**src/rtl/mult_div_unit.sv**
```systemverilog
// ---------------------------------------------------------------------------
// mult_div_unit
//   Iterative multiply/divide unit holding the architectural HI/LO registers
//   of the MIPS datapath. Runs MULT, MULTU, DIV and DIVU one bit per cycle
//   (WIDTH iterations), then spends one FINISH cycle applying the sign fix
//   and writing HI/LO. MTHI/MTLO write HI/LO directly while idle.
//
// Ports
//   clk     in   1      system clock, rising edge
//   rst_n   in   1      asynchronous active-low reset
//   start   in   1      begin the operation selected by op (sampled in IDLE)
//   op      in   2      00 MULTU, 01 MULT, 10 DIVU, 11 DIV
//   a       in   WIDTH  rs operand (multiplicand / dividend)
//   b       in   WIDTH  rt operand (multiplier / divisor)
//   mthi    in   1      write wdata into HI (idle only)
//   mtlo    in   1      write wdata into LO (idle only)
//   wdata   in   WIDTH  data for MTHI/MTLO
//   busy    out  1      operation in flight; pipeline must stall
//   done    out  1      one-cycle pulse, HI/LO just updated with a result
//   hi      out  WIDTH  HI register (product high / remainder)
//   lo      out  WIDTH  LO register (product low / quotient)
// ---------------------------------------------------------------------------
module mult_div_unit #(
  parameter int WIDTH = 32
) (
  input  logic             clk,
  input  logic             rst_n,
  input  logic             start,
  input  logic [1:0]       op,
  input  logic [WIDTH-1:0] a,
  input  logic [WIDTH-1:0] b,
  input  logic             mthi,
  input  logic             mtlo,
  input  logic [WIDTH-1:0] wdata,
  output logic             busy,
  output logic             done,
  output logic [WIDTH-1:0] hi,
  output logic [WIDTH-1:0] lo
);

  localparam int CW = (WIDTH > 1) ? $clog2(WIDTH) : 1;
  localparam logic [CW-1:0] CNT_LAST = CW'(WIDTH - 1);

  localparam logic [1:0] S_IDLE   = 2'd0;
  localparam logic [1:0] S_CALC   = 2'd1;
  localparam logic [1:0] S_FINISH = 2'd2;

  // State and datapath registers
  logic [1:0]         state_q,   state_d;
  logic               is_div_q,  is_div_d;
  logic               res_neg_q, res_neg_d;  // negate product / quotient
  logic               rem_neg_q, rem_neg_d;  // negate remainder (sign of a)
  logic               b_zero_q,  b_zero_d;   // divide-by-zero flag
  logic [WIDTH-1:0]   dvsr_q,    dvsr_d;     // multiplicand or divisor magnitude
  logic [2*WIDTH-1:0] acc_q,     acc_d;      // {hi-half, lo-half} working register
  logic [CW-1:0]      cnt_q,     cnt_d;
  logic [WIDTH-1:0]   hi_q,      hi_d;
  logic [WIDTH-1:0]   lo_q,      lo_d;
  logic               done_q,    done_d;

  // Operand magnitudes; sign flags are only meaningful for signed ops (op[0]).
  logic             a_neg, b_neg;
  logic [WIDTH-1:0] a_mag, b_mag;

  assign a_neg = op[0] & a[WIDTH-1];
  assign b_neg = op[0] & b[WIDTH-1];
  // The most negative value maps onto itself, which read as unsigned is the
  // correct magnitude.
  assign a_mag = a_neg ? (~a + 1'b1) : a;
  assign b_mag = b_neg ? (~b + 1'b1) : b;

  // Shift-add multiply step: the multiplier sits in the low half and is
  // consumed LSB first while partial sums enter from the top, so after WIDTH
  // steps acc holds the full 2*WIDTH-bit product.
  logic [WIDTH:0]     mul_sum;
  logic [2*WIDTH-1:0] mul_next;

  assign mul_sum  = {1'b0, acc_q[2*WIDTH-1:WIDTH]} +
                    (acc_q[0] ? {1'b0, dvsr_q} : {(WIDTH+1){1'b0}});
  assign mul_next = {mul_sum, acc_q[WIDTH-1:1]};

  // Restoring divide step: the partial remainder lives in the high half, the
  // dividend shifts out of the low half MSB first and quotient bits shift in
  // at the bottom. The shifted remainder needs WIDTH+1 bits, the trial
  // difference one more for its borrow.
  logic [WIDTH:0]     div_shift;
  logic [WIDTH+1:0]   div_diff;
  logic               div_ok;
  logic [WIDTH-1:0]   div_rem;
  logic [2*WIDTH-1:0] div_next;

  assign div_shift = {acc_q[2*WIDTH-1:WIDTH], acc_q[WIDTH-1]};
  assign div_diff  = {1'b0, div_shift} - {2'b00, dvsr_q};
  assign div_ok    = ~div_diff[WIDTH+1];
  // On a failed trial the shifted remainder is below the divisor, so its top
  // bit is zero and dropping it loses nothing.
  assign div_rem   = div_ok ? div_diff[WIDTH-1:0] : div_shift[WIDTH-1:0];
  assign div_next  = {div_rem, acc_q[WIDTH-2:0], div_ok};

  // Sign fix-up applied in FINISH
  logic [2*WIDTH-1:0] prod_fix;
  logic [WIDTH-1:0]   quo_fix, rem_fix;

  assign prod_fix = res_neg_q ? (~acc_q + 1'b1) : acc_q;
  // Divide by zero yields an all-ones quotient regardless of signs; the
  // remainder path already reproduces a (magnitude then sign of a).
  assign quo_fix  = b_zero_q  ? {WIDTH{1'b1}} :
                    res_neg_q ? (~acc_q[WIDTH-1:0] + 1'b1) : acc_q[WIDTH-1:0];
  assign rem_fix  = rem_neg_q ? (~acc_q[2*WIDTH-1:WIDTH] + 1'b1)
                              : acc_q[2*WIDTH-1:WIDTH];

  // NOTE: every signal assigned in this block gets a default first, so no
  // path through the case statement can leave one unassigned and infer a latch.
  always_comb begin
    state_d   = state_q;
    is_div_d  = is_div_q;
    res_neg_d = res_neg_q;
    rem_neg_d = rem_neg_q;
    b_zero_d  = b_zero_q;
    dvsr_d    = dvsr_q;
    acc_d     = acc_q;
    cnt_d     = cnt_q;
    hi_d      = hi_q;
    lo_d      = lo_q;
    done_d    = 1'b0;

    case (state_q)
      S_IDLE: begin
        if (start) begin
          // start has priority over a simultaneous MTHI/MTLO
          state_d   = S_CALC;
          is_div_d  = op[1];
          res_neg_d = a_neg ^ b_neg;
          rem_neg_d = a_neg;
          b_zero_d  = (b == '0);
          cnt_d     = '0;
          if (op[1]) begin
            dvsr_d = b_mag;
            acc_d  = {{WIDTH{1'b0}}, a_mag};
          end else begin
            dvsr_d = a_mag;
            acc_d  = {{WIDTH{1'b0}}, b_mag};
          end
        end else begin
          if (mthi) hi_d = wdata;
          if (mtlo) lo_d = wdata;
        end
      end

      S_CALC: begin
        acc_d = is_div_q ? div_next : mul_next;
        cnt_d = cnt_q + 1'b1;
        if (cnt_q == CNT_LAST) state_d = S_FINISH;
      end

      S_FINISH: begin
        state_d = S_IDLE;
        done_d  = 1'b1;
        if (is_div_q) begin
          hi_d = rem_fix;
          lo_d = quo_fix;
        end else begin
          hi_d = prod_fix[2*WIDTH-1:WIDTH];
          lo_d = prod_fix[WIDTH-1:0];
        end
      end

      default: state_d = S_IDLE;
    endcase
  end

  // NOTE: sequential state uses non-blocking assignments so every register
  // samples the pre-edge values, independent of statement order.
  always_ff @(posedge clk or negedge rst_n) begin
    if (!rst_n) begin
      state_q   <= S_IDLE;
      is_div_q  <= 1'b0;
      res_neg_q <= 1'b0;
      rem_neg_q <= 1'b0;
      b_zero_q  <= 1'b0;
      dvsr_q    <= '0;
      acc_q     <= '0;
      cnt_q     <= '0;
      hi_q      <= '0;
      lo_q      <= '0;
      done_q    <= 1'b0;
    end else begin
      state_q   <= state_d;
      is_div_q  <= is_div_d;
      res_neg_q <= res_neg_d;
      rem_neg_q <= rem_neg_d;
      b_zero_q  <= b_zero_d;
      dvsr_q    <= dvsr_d;
      acc_q     <= acc_d;
      cnt_q     <= cnt_d;
      hi_q      <= hi_d;
      lo_q      <= lo_d;
      done_q    <= done_d;
    end
  end

  // busy drops in the same cycle done pulses, so back-to-back starts work.
  assign busy = (state_q != S_IDLE);
  assign done = done_q;
  assign hi   = hi_q;
  assign lo   = lo_q;

endmodule
```
**config.mk**
```make
export PLATFORM = sky130hd
export DESIGN_NAME = mult_div_unit
export DESIGN_NICKNAME = d
export VERILOG_FILES = /design/src/rtl/mult_div_unit.sv
export SDC_FILE = /design/constraint.sdc
export NUM_CORES = 1
export LEC_CHECK = 0
export ABC_AREA = 1
export ABC_CLOCK_PERIOD_IN_PS = 2400
export CORE_UTILIZATION = 30
export CTS_BUF_LIST = sky130_fd_sc_hd__clkbuf_4 sky130_fd_sc_hd__clkbuf_8
export DETAILED_ROUTE_END_ITERATION = 6
export PLACE_DENSITY = 0.51
export SLEW_MARGIN = 25
export SYNTH_ARGS = -nofsm -noshare
export SYNTH_HDL_FRONTEND = slang
export SYNTH_SLANG_ARGS = --single-unit
```
**constraint.sdc**
```tcl
create_clock -name clk -period 2.4 [get_ports clk]
set_clock_uncertainty 0.2 [all_clocks]
set_input_delay 0.48 -clock clk [delete_from_list [all_inputs] [get_ports clk]]
set_output_delay 0.48 -clock clk [all_outputs]
set_load 0.02 [all_outputs]
```
### Yosys cells after proc, flatten, opt, wreduce, memory -nomap -nowiden

Index checks and enable logic that the tools add are counted.

* register bits after elaboration: 172
* output and inout bits: 66

* add/sub/neg operators: 8
* equal/unequal tests: 8
* muxes and demuxes: 27
* bitwise logic cells: 9
* reduce and logical (&&, ||, !) cells: 10

Operators with widths (count)
* $mux W32: 15
* $mux W64: 3
* $add A32 B1 Y32 const B: 4
* $not A32 Y32: 4
* $pmux W32 S2: 2
* $pmux W64 S2: 1
* $add A64 B1 Y64 const B: 1
* $not A64 Y64: 1
* $sub A33 B32 Y34: 1
* $add A32 B32 Y33: 1
* $logic_not A32 Y1: 1
* $ne A2 B2 Y1 const B: 5
* $pmux W5 S2: 1
* $reduce_and A2 Y1: 3
* $reduce_and A3 Y1: 2
* $reduce_bool A2 Y1: 3
* $add A5 B1 Y5 const B: 1
* $eq A5 B5 Y1 const B: 1
* $mux W5: 1
* $mux W2: 2
* $pmux W2 S2: 1
* $and A1 B1 Y1: 2
* $eq A2 B1 Y1 const B: 1
* $eq A2 B2 Y1 const B: 1
* 4 further kinds: 4

### Depth between registers and ports, before layout

* depth after elaboration: 6
* gate-level depth with buffers: 20

### Worst setup path after synthesis

No wires, ideal clock.

* path type: reg-to-reg
* from: register acc_q[0]
* to: register acc_q[47]
* setup time: 117 ps
* data arrival time: 2322 ps
* data required time: 2083 ps
* slack: -239 ps
* cell stages (with the launch flop): 20
* path buffers: 2
* period minus slack after synthesis: 2639 ps
* cell sequence: dfrtp_1 > buf_6 > clkbuf_1 > nand2_1 > inv_1 > ha_1 > inv_1 > fa_1 > inv_1 > nand3_1 > nand3_1 > nand2_1 > nand2_1 > nand2_1 > nand2_1 > nor2_1 > o21ai_0 > inv_1 > nand3_1 > nand2_1

* longest elaborated chain between the ends: 4

Ends and longest elaborated chain
* from (decl): RTL line 55 `logic [2*WIDTH-1:0] acc_q, acc_d;`
* from (signal assigned): RTL line 182 `acc_q <= '0;`
* from (signal assigned): RTL line 194 `acc_q <= acc_d;`
* $mux W32: RTL line 79 `(acc_q[0] ? {1'b0, dvsr_q} : {(WIDTH+1){1'b0}});`
* $add A32 B32 Y33: RTL line 78 `assign mul_sum = {1'b0, acc_q[2*WIDTH-1:WIDTH]} +`
* $mux W64: RTL line 151 `acc_d = is_div_q ? div_next : mul_next;`
* $pmux W64 S2: RTL line 127 `case (state_q)`

Every way passes these cells.
A chain may end at the register's enable or synchronous reset.

### Worst setup path in the final report

* from: register acc_q[0]
* to: register acc_q[46]

Same word-level chain as after synthesis.

==> flow_metrics.tcl <==
set metrics [dict create \
    cp-startpoint "acc_q[0]$_DFFE_PN0P_" \
    yosysTopAreaCell "nand2_1" \
    max_freq_ghz 0.3756 \
    grt_pass1_wl_um 134300 \
    drc 0 \
    timing.final.ws_setup_ns -0.2621 \
    setup_viol 52 \
    place_congestion 1.002 \
    viasPerCell 4.887 \
    synth_edf_count 0 \
    synth_top_area_share_pct 23.86 \
    die_x_um 253.6 \
    drtIter0Drc 2115 \
    yosysSeqAreaShare_pct 22.66 \
    hp-class "in -> async" \
    hold_violations 0 \
    clkLatencyLatePin_ns 0.57 \
    placed_area_sq_um 25730 \
    grt_max_degree 67 \
    ys_ff_latch 172 \
    final_design_area_no_fill_sq_um 28710 \
    antenna_left 0 \
    avgSynthCellArea_sq_um 5.612 \
    cp-endpoint "acc_q[46]$_DFFE_PN0P_" \
    rsz0062_at_grt "yes" \
    die_area_sq_um 64310 \
    coreArea_sq_um 62170 \
    worstMarginPinSlew_ns 0.7193 \
    clkTransAtPathRegs_ns 0.11 \
    grt_overflow_total 0 \
    async_flop_share_pct 100.0 \
    min_period_ns 2.662 \
    nNetsFinal 4263 \
    cp_max_fo 6 \
    cp-start-kind "register" \
    dr.pass1.iters 7 \
    worstReg2RegStart "acc_q[0]$_DFFE_PN0P_" \
    io_pins 169 \
    cts.path.max_buffers 2 \
    die_h_um 253.6 \
    final_cells 4939 \
    violations "setup timing" \
    r2r_end "acc_q[46]$_DFFE_PN0P_" \
    path_class "reg -> reg" \
    crit_required_ns 2.66 \
    reg2reg_depth 13 \
    netlist_instances 3384 \
    synthDistinctLibCells 52 \
    syn2layout_area_growth_pct 51.18 \
    syn_nets 3559 \
    ys.flop_type "dfrtp_1" \
    cts-htree-levels 4 \
    syn_area_sq_um 18990 \
    power_density_nw_per_um2 1536 \
    synth_area_leaders "nand2_1 24%, dfrtp_1 23%, nand3_1 10%, inv_1 10%, nor2_1 6.4%" \
    finalWirelength_um 91480 \
    p_leak_nw 14.57 \
    routedWlPerCell_um 18.52 \
    io_buffers 168 \
    fp-row-count 91 \
    place.detailed.hpwl_um 75150 \
    grt_pass1_vias 22382 \
    vias 24135 \
    initial_core_util_pct 30.55 \
    cp_data_arrival_time_ns 2.92 \
    final_max_slew_viol_count 0 \
    final_util_pct 46.18 \
    max-vdd-ir-drop_v 0.0006188 \
    cts_buffers 17 \
    ff2ff_setup_slack_ns -0.26 \
    fin_crit_sh_pct 110.9 \
    outcome "finished with violations" \
    placed_cells 4850 \
    maxCapViolCount 0 \
    grt_usage_pct 27.99 \
    yosys_warnings 0 \
    clock_sinks 172 \
    root_buffer "clkbuf_8" \
    max-slew-margin-rel_pct 52.05 \
    drive_gt1_share_pct 27.04 \
    cts_tree "done" \
    worstSetupEndpointType "register" \
    antenna_found_initial 1 \
]
[cell usage after synthesis (3+ instances only)]
| cell | instances |
|---|---|
| nor2_1 | 324 |
| nand2_1 | 1207 |
| buf_1 | 11 |
| a22oi_1 | 9 |
| nand3_1 | 384 |
| inv_2 | 9 |
| buf_6 | 6 |
| a31oi_1 | 13 |
| o211ai_1 | 34 |
| nor2_2 | 18 |
| clkinv_1 | 3 |
| buf_2 | 31 |
| ha_1 | 70 |
| nand4_1 | 39 |
| inv_1 | 504 |
| nor3_1 | 22 |
| o21ai_1 | 14 |
| nand3b_1 | 17 |
| xor2_1 | 34 |
| or2_2 | 8 |
| o21bai_1 | 18 |
| a21boi_1 | 5 |
| and2_1 | 7 |
| o21ai_0 | 155 |
| o221ai_1 | 7 |
| nand2_2 | 10 |
| a21oi_1 | 146 |
| a21boi_0 | 9 |
| xnor2_1 | 13 |
| clkbuf_1 | 56 |
| dfrtp_1 | 172 |
[stage by stage]
| step | setup slack [ns] | hold slack (ns) | total power, W | TNS [ns] |
|---|---|---|---|---|
| 2_1_floorplan | -0.001180 | -0.01559 | 0.02206 | -0.001180 |
| 5_1_grt | -0.4105 | 0.2339 | 0.04767 | -13.49 |
| 4_1_cts | -0.2396 | 0.1965 | 0.03980 | -4.210 |
| 3_3_place_gp | -0.4456 | 0.2647 | 0.03557 | -20.92 |
| 6_report | -0.2621 | 0.2151 | 0.04409 | -6.067 |
| 3_5_place_dp | -0.4231 | 0.2631 | 0.03564 | -22.41 |
[cell families after synthesis]
| kind of cell | Yosys count | synth area share [%] |
|---|---|---|
| compound gates | 420 | 12.43 |
| xor+xnor | 47 | 2.168 |
| fa+ha+maj | 72 | 4.823 |
| buf+inv | 623 | 12.85 |
| flops | 172 | 22.66 |
| simple gates | 2050 | 45.06 |
[report_power, final]
group | switching [W] | internal, W
combinational | 0.0204 | 0.0154
sequential | 0.00158 | 0.00441
clock | 0.00134 | 0.00102
total | 0.0233 | 0.0208
[cells in the final DEF (no fill, tap or decap), drive strengths merged, types with 13 or more instances in the layout]
cell type	instances
a21boi	14
a21oi	147
a31oi	13
buf	618
clkbuf	24
clkdlybuf4s50	166
dfrtp	172
ha	70
inv	517
nand2	1219
nand3	386
nand3b	17
nand4	39
nor2	345
nor3	24
o211ai	34
o21ai	170
o21bai	18
xnor2	13
xor2	34
[area by class of cell]
cell class,count,area (sq um)
Fill cell,6621,33460
Multi-Input combinational cell,2590,14210
Timing Repair Buffer,791,6711
Sequential cell,172,4328
Inverter,516,1967
Tap cell,837,1047
Clock buffer,19,261.5
Clock inverter,13,180.2
Antenna cell,1,2.502
[registers in the layout, summed over array words and instances, names as in the netlist]
signal     count
cnt_q          5
rem_neg_q      1
res_neg_q      1
state_q        2
done           1
acc_q         64
dvsr_q        32
b_zero_q       1
is_div_q       1
hi            32
lo            32
[what timing repair did]
action | CTS | global route
endpoints found under the setup margin | 55 | 75
pin swaps | 12 | 147
hold buffers | 1 | 0
gates resized for setup | 144 | 392
buffers inserted | 11 | 38
gates cloned | 1 | 5
hold endpoints to repair | 37 | 0
[routing by layer]
metal | GRT usage, % | up-vias | part of all wire (%)
li1 | - | 12146 | -
met1 | 39.73 | 11104 | 46
met2 | 42.51 | 781 | 44
met3 | 4.507 | 104 | 6.8
met4 | 9.818 | 0 | 3.2
met5 | 0 | - | 0
[worst max-delay path: stages (launching register included)]
cell and delay (ns):
dfrtp_2 0.51, buf_12 0.19, nand2_1 0.09, inv_2 0.09
ha_4 0.33, nand2_4 0.08, buf_4 0.14, nor3_2 0.22
nand2_4 0.10, nand3_1 0.10, nand2_1 0.05, o21ai_0 0.27
nand3b_1 0.15, nand2_1 0.05
[how the worst min path moves through the flow]
stage / endpoint / slack (ns) / from
after floorplan: acc_q[0]$_DFFE_PN0P_ / -0.02 / rst_n
after global placement: done$_DFF_PN0_ / 0.26 / rst_n
after detailed placement: done$_DFF_PN0_ / 0.26 / rst_n
after CTS: done$_DFF_PN0_ / 0.20 / rst_n
after global routing: done$_DFF_PN0_ / 0.23 / rst_n
final: done$_DFF_PN0_ / 0.22 / rst_n
No activity file was read; power rests on OpenSTA's default activity.
